$ cat config.mk
export PLATFORM = sky130hd
export DESIGN_NAME = pixie_video_scanout
export DESIGN_NICKNAME = d
export VERILOG_FILES = /design/src/rtl/pixie_video_scanout.sv
export SDC_FILE = /design/constraint.sdc
export NUM_CORES = 1
export LEC_CHECK = 0
export ABC_AREA = 0
export BUFFER_PORTS_ARGS = -buffer_cell sky130_fd_sc_hd__buf_2
export CORE_MARGIN = 2
export CORE_UTILIZATION = 53
export DETAILED_ROUTE_END_ITERATION = 8
export PLACE_DENSITY = 0.73
export SLEW_MARGIN = 10
export SYNTH_ARGS = -nofsm -noshare
export SYNTH_HDL_FRONTEND = slang
export SYNTH_SLANG_ARGS = --single-unit
$ cat constraint.sdc
create_clock -name clk -period 2.3 [get_ports clk]
set_input_delay 0.46 -clock clk [delete_from_list [all_inputs] [get_ports clk]]
set_output_delay 0.46 -clock clk [all_outputs]
set_load 0.05 [all_outputs]
$ cat src/rtl/pixie_video_scanout.sv
// Pixie frame-buffer scan-out: raster timing generator plus byte fetch and
// MSB-first serialiser, with every stored row replayed ROW_REPEAT times.
module pixie_video_scanout #(
  parameter int BYTES_PER_ROW = 8,
  parameter int ROWS          = 32,
  parameter int ROW_REPEAT    = 4,
  parameter int H_TOTAL       = 112,
  parameter int H_SYNC_LEN    = 12,
  parameter int H_ACT_START   = 32,
  parameter int V_TOTAL       = 262,
  parameter int V_SYNC_LEN    = 4,
  parameter int V_ACT_START   = 80
) (
  input  logic       clk,
  input  logic       reset_n,
  input  logic       ce_pix,
  input  logic       disp_on,
  output logic       fb_en,
  output logic [9:0] fb_addr,
  input  logic [7:0] fb_data,
  output logic       pixel,
  output logic       hsync_n,
  output logic       vsync_n,
  output logic       hblank,
  output logic       vblank,
  output logic       frame_start
);
  localparam int HW        = $clog2(H_TOTAL);
  localparam int VW        = $clog2(V_TOTAL);
  localparam int RW        = (ROWS > 1) ? $clog2(ROWS) : 1;
  localparam int PW        = (ROW_REPEAT > 1) ? $clog2(ROW_REPEAT) : 1;
  localparam int ACT_LINES = ROWS * ROW_REPEAT;
  localparam int ACT_SLOTS = 8 * BYTES_PER_ROW;

  typedef enum logic [1:0] {
    ST_VSYNC      = 2'd0,
    ST_VBLANK_TOP = 2'd1,
    ST_ACTIVE     = 2'd2,
    ST_VBLANK_BOT = 2'd3
  } vstate_t;

  vstate_t       vstate_r;
  logic [HW-1:0] hcount_r;
  logic [VW-1:0] vcount_r;
  logic [RW-1:0] row_r;
  logic [PW-1:0] rep_r;
  logic [7:0]    next_byte_r;
  logic [7:0]    shift_r;
  logic          fb_en_d_r;
  logic          disp_latched_r;

  logic          h_last_s;
  logic          v_last_s;
  logic [VW-1:0] vcount_next_s;
  logic [HW-1:0] fetch_off_s;
  logic          in_fetch_s;
  logic          in_act_h_s;
  logic          line_act_s;
  logic [7:0]    src_s;

  // Slot decode for the position currently being processed
  always_comb begin
    h_last_s    = (hcount_r == HW'(H_TOTAL - 1));
    v_last_s    = (vcount_r == VW'(V_TOTAL - 1));
    fetch_off_s = hcount_r - HW'(H_ACT_START - 1);
    in_fetch_s  = (int'(hcount_r) >= H_ACT_START - 1) &&
                  (int'(hcount_r) <  H_ACT_START - 1 + ACT_SLOTS) &&
                  (fetch_off_s[2:0] == 3'd0);
    in_act_h_s  = (int'(hcount_r) >= H_ACT_START) &&
                  (int'(hcount_r) <  H_ACT_START + ACT_SLOTS);
    line_act_s  = (vstate_r == ST_ACTIVE);
    if (v_last_s) begin
      vcount_next_s = '0;
    end else begin
      vcount_next_s = vcount_r + VW'(1);
    end
    // Byte boundary: take a byte that landed this very clk straight off the bus
    if ((hcount_r[2:0] - 3'(H_ACT_START)) == 3'd0) begin
      if (fb_en_d_r) begin
        src_s = fb_data;
      end else begin
        src_s = next_byte_r;
      end
    end else begin
      src_s = shift_r;
    end
  end

  // Raster counters, vertical FSM, fetch and serialiser state
  always_ff @(posedge clk or negedge reset_n) begin
    if (!reset_n) begin
      vstate_r       <= ST_VSYNC;
      hcount_r       <= '0;
      vcount_r       <= '0;
      row_r          <= '0;
      rep_r          <= '0;
      next_byte_r    <= 8'd0;
      shift_r        <= 8'd0;
      fb_en_d_r      <= 1'b0;
      disp_latched_r <= 1'b0;
      fb_en          <= 1'b0;
      fb_addr        <= 10'd0;
      pixel          <= 1'b0;
      hsync_n        <= 1'b1;
      vsync_n        <= 1'b1;
      hblank         <= 1'b1;
      vblank         <= 1'b1;
      frame_start    <= 1'b0;
    end else begin
      fb_en       <= 1'b0;
      frame_start <= 1'b0;
      fb_en_d_r   <= fb_en;
      if (fb_en_d_r) begin
        next_byte_r <= fb_data;
      end
      if (ce_pix) begin
        hsync_n <= !(int'(hcount_r) < H_SYNC_LEN);
        vsync_n <= !(int'(vcount_r) < V_SYNC_LEN);
        hblank  <= !in_act_h_s;
        vblank  <= !line_act_s;
        if (hcount_r == HW'(0) && vcount_r == VW'(0)) begin
          frame_start    <= 1'b1;
          disp_latched_r <= disp_on;
        end
        if (line_act_s && disp_latched_r && in_fetch_s) begin
          fb_en   <= 1'b1;
          fb_addr <= 10'(row_r) * 10'(BYTES_PER_ROW) + 10'(fetch_off_s[HW-1:3]);
        end
        if (line_act_s && in_act_h_s) begin
          pixel   <= src_s[7] & disp_latched_r;
          shift_r <= {src_s[6:0], 1'b0};
        end else begin
          pixel   <= 1'b0;
        end
        if (h_last_s) begin
          hcount_r <= '0;
          vcount_r <= vcount_next_s;
          case (vstate_r)
            ST_VSYNC: begin
              if (vcount_next_s == VW'(V_SYNC_LEN)) vstate_r <= ST_VBLANK_TOP;
            end
            ST_VBLANK_TOP: begin
              if (vcount_next_s == VW'(V_ACT_START)) begin
                vstate_r <= ST_ACTIVE;
                row_r    <= '0;
                rep_r    <= '0;
              end
            end
            ST_ACTIVE: begin
              if (v_last_s) begin
                vstate_r <= ST_VSYNC;
              end else if (vcount_next_s == VW'(V_ACT_START + ACT_LINES)) begin
                vstate_r <= ST_VBLANK_BOT;
              end else if (rep_r == PW'(ROW_REPEAT - 1)) begin
                rep_r <= '0;
                // Saturate so the address never walks into unused buffer space
                if (row_r != RW'(ROWS - 1)) row_r <= row_r + RW'(1);
              end else begin
                rep_r <= rep_r + PW'(1);
              end
            end
            ST_VBLANK_BOT: begin
              if (v_last_s) vstate_r <= ST_VSYNC;
            end
            default: vstate_r <= ST_VSYNC;
          endcase
        end else begin
          hcount_r <= hcount_r + HW'(1);
        end
      end
    end
  end
endmodule

==> impl_metrics.yaml <==
place:
  io_buffers: 27
  dpl.hpwl_mm: 4.736
  pre_cts_ws_ps: -32.31
  dpl.cell_count: 418
  gp_congestion: 0.7782
  place_area_um2: 3482
critical_path:
  crit_path_cell_trace: "ha_2 > and3_4 > buf_6 > and4b_2 > nand2_4 > or4_4 > o31a_1 > a221o_1"
  crit_slowest_cell: "or4_4"
  crit_buf_inv: 1
  arrival_ps: 2510
  criticalPathCategory: "reg2reg"
  cp-end-kind: "flop"
  critPathLaunchType: "flop"
  crit_fanout: 5
  critPathMaxStageDelay_ps: 530
  path_delay_family: "simple AND/OR/NAND/NOR gates"
  cp_data_required_time_ps: 2530
layout:
  final_cells: 442
  n_antenna_cell: 0
  final_layout_size_suffix_gt1_frac: 0.3378
  post-route-util: 0.6834
  stdcell_area_um2: 3786
  nets: 388
  area_delta_synth_final_pct: 23.71
  final_common_cell: "dfrtp_1"
  final_cell_mix: "dfrtp_1 (49), buf_4 (42), nand2_1 (34), buf_2 (27), o21ai_0 (22)"
worst_hold_path:
  hp-class: "in2reg"
synth:
  synth_edf_count: 0
  ys_seq_area_frac: 0.4759
  ys_ff_latch: 58
  yosys-top-cells-area: "dfrtp_1 (44%), mux2_2 (5.2%), ha_1 (4.5%)"
  syn_inst: 303
  async_flop_share: 1.000
  synth_ff_type: "dfrtp_1"
  ys_warn_count: 0
  synth_top_area_share: 0.4415
  synthesis.nets: 326
  syn-cell-area_um2: 3060
  syn_area_per_cell_um2: 10.10
  ys_types: 53
  yosysTopAreaCell: "dfrtp_1"
pwr:
  internal_power_mw: 1.793
  ir_drop_uv: 423.5
  switchingPower_uw: 730.3
  total_power_mw: 2.523
  leakage_nw: 1.784
  seq_power_share: 0.453
  switching_share: 0.2894
  power_density_nw_per_um2: 666.4
  pwr-share-comb: 0.188
  pwr-share-clk: 0.359
die:
  initial_core_util: 0.5524
  dieHeight_um: 79.99
  die_area_um2: 6398
  rows: 27
  boundaryPins: 29
  die_w_um: 79.99
  core_um2: 5540
global_route:
  grt_pass1_vias: 2418
  grt_pass1_wl_mm: 10.99
  antenna_found_initial: 0
  grt_overflow_total: 0
  grt_max_degree: 24
  grtUsageTotal: 0.2267
routing:
  drcViolationCount: 0
  vias: 2410
  initialDrtViolationCount: 114
  firstDrtPassIters: 4
  routedWlPerCell_um: 14.84
  vias_per_cell: 5.452
  routed_wl_mm: 6.560
  final_antenna_net_count: 0
clock_network:
  cts.sinks: 58
  cts_root_buffer: "clkbuf_8"
  cts_tree: "done"
  cts.clk_slew.worst_paths_ps: 70
  clkLatencyLatePin_ps: 340
  clockBufferDepth: 2
  h-tree-depth: 3
  numCtsBuffers: 9
timing:
  rsz0062_at_grt: "yes"
  fin_ws_ps: 15.14
  setup_viol: 0
  slew-limit-headroom: 0.5764
  fmax_mhz: 437.7
  slew_violations: 0
  hold_violations: 0
  finalClockSkew_ps: 8.693
  tightest_slew_ps: 631.9
  min_period_ps: 2285
  min_period_over_period: 0.9934
  hold_slack_ps: 348.5
  setup-tns-final_ps: 0
run_status:
  status: "completed"
job:
  maxCapViolations: 0
## synthesized netlist by cell type, drive strengths merged, types with 4 or more instances
| cell | number |
|---|---|
| dfrtp | 54 |
| nand2 | 35 |
| o21ai | 24 |
| nor2 | 17 |
| mux2 | 14 |
| mux2i | 12 |
| clkbuf | 11 |
| ha | 11 |
| nand3 | 10 |
| nand4 | 10 |
| nor3 | 10 |
| a21oi | 9 |
| buf | 9 |
| inv | 9 |
| xnor2 | 9 |
| xor2 | 5 |
| and3 | 4 |
| dfstp | 4 |
| nand2b | 4 |
| nor3b | 4 |
| or3 | 4 |
## registers in the layout (all words and copies together) (netlist names), 2 cells and up
name	count
rep_r	2
vcount_r	9
next_byte_r	8
vstate_r	2
hcount_r	7
row_r	5
shift_r	7
fb_addr	9
## final timing paths
kind	cells past startpoint	slack [ps]	from	end
min in group asynchronous	2	500	reset_n	next_byte_r[5]$_DFF_PN0_
max in group asynchronous	3	1220	reset_n	hblank$_DFFE_PN1P_
hold reg to reg	0	390	fb_en$_DFF_PN0_	fb_en_d_r$_DFF_PN0_
setup reg to reg	8	20	hcount_r[0]$_DFFE_PN0P_	row_r[2]$_DFFE_PN0P_
hold / removal	2	350	disp_on	disp_latched_r$_DFFE_PN0P_
setup / recovery	8	20	hcount_r[0]$_DFFE_PN0P_	row_r[2]$_DFFE_PN0P_
## power groups by stage
| stage | sequential (mW) | combinational [mW] | clock (mW) |
|---|---|---|---|
| 4_1_cts | 1.14 | 0.449 | 0.914 |
| 2_1_floorplan | 1.20 | 0.234 | 0 |
| 5_1_grt | 1.15 | 0.519 | 0.972 |
| 3_3_place_gp | 1.16 | 0.430 | 0 |
| 3_5_place_dp | 1.16 | 0.446 | 0 |
| 6_report | 1.14 | 0.475 | 0.906 |
## area by class of cell
cell class | instances | area [um2]
multi-input combinational | 216 | 1543
inverter | 9 | 33.78
clock inverter | 6 | 57.56
timing repair buffer | 71 | 471.7
clock buffer | 10 | 127.6
tap | 72 | 90.09
fill | 415 | 1754
sequential | 58 | 1463
## cells by family (layout without fill, tap and decap cells)
family	count (synthesis)	count (layout)	share of synthesized area
XOR/XNOR	14	14	0.04007
adder cells (fa/ha/maj)	11	11	0.04497
buffers and inverters	29	96	0.04538
other	1	1	0.001225
multiplexers	26	26	0.09076
AO/OA/AOI/OAI	50	50	0.1034
AND/OR/NAND/NOR	114	114	0.1983
flip-flops	58	58	0.4759
## layer usage
layer / vias to the layer above / share of wire / GRT usage
met2: 51 / 0.49 / 0.3700
met3: 14 / 0.043 / 0.04751
met4: 0 / 0.016 / 0.09492
met5: - / 0 / 0
met1: 1149 / 0.45 / 0.2926
li1: 1196 / - / -
## what timing repair did
item / CTS / global route
hold endpoints to repair: 8 / 0
hold buffers: 1 / 0
gates resized for setup: 4 / 13
pin swaps: 2 / 5
buffers inserted: 3 / 4
endpoints found under the setup margin: 7 / 9
gates cloned: 0 / 0
Note: power is estimated with default switching activity, not from simulation.
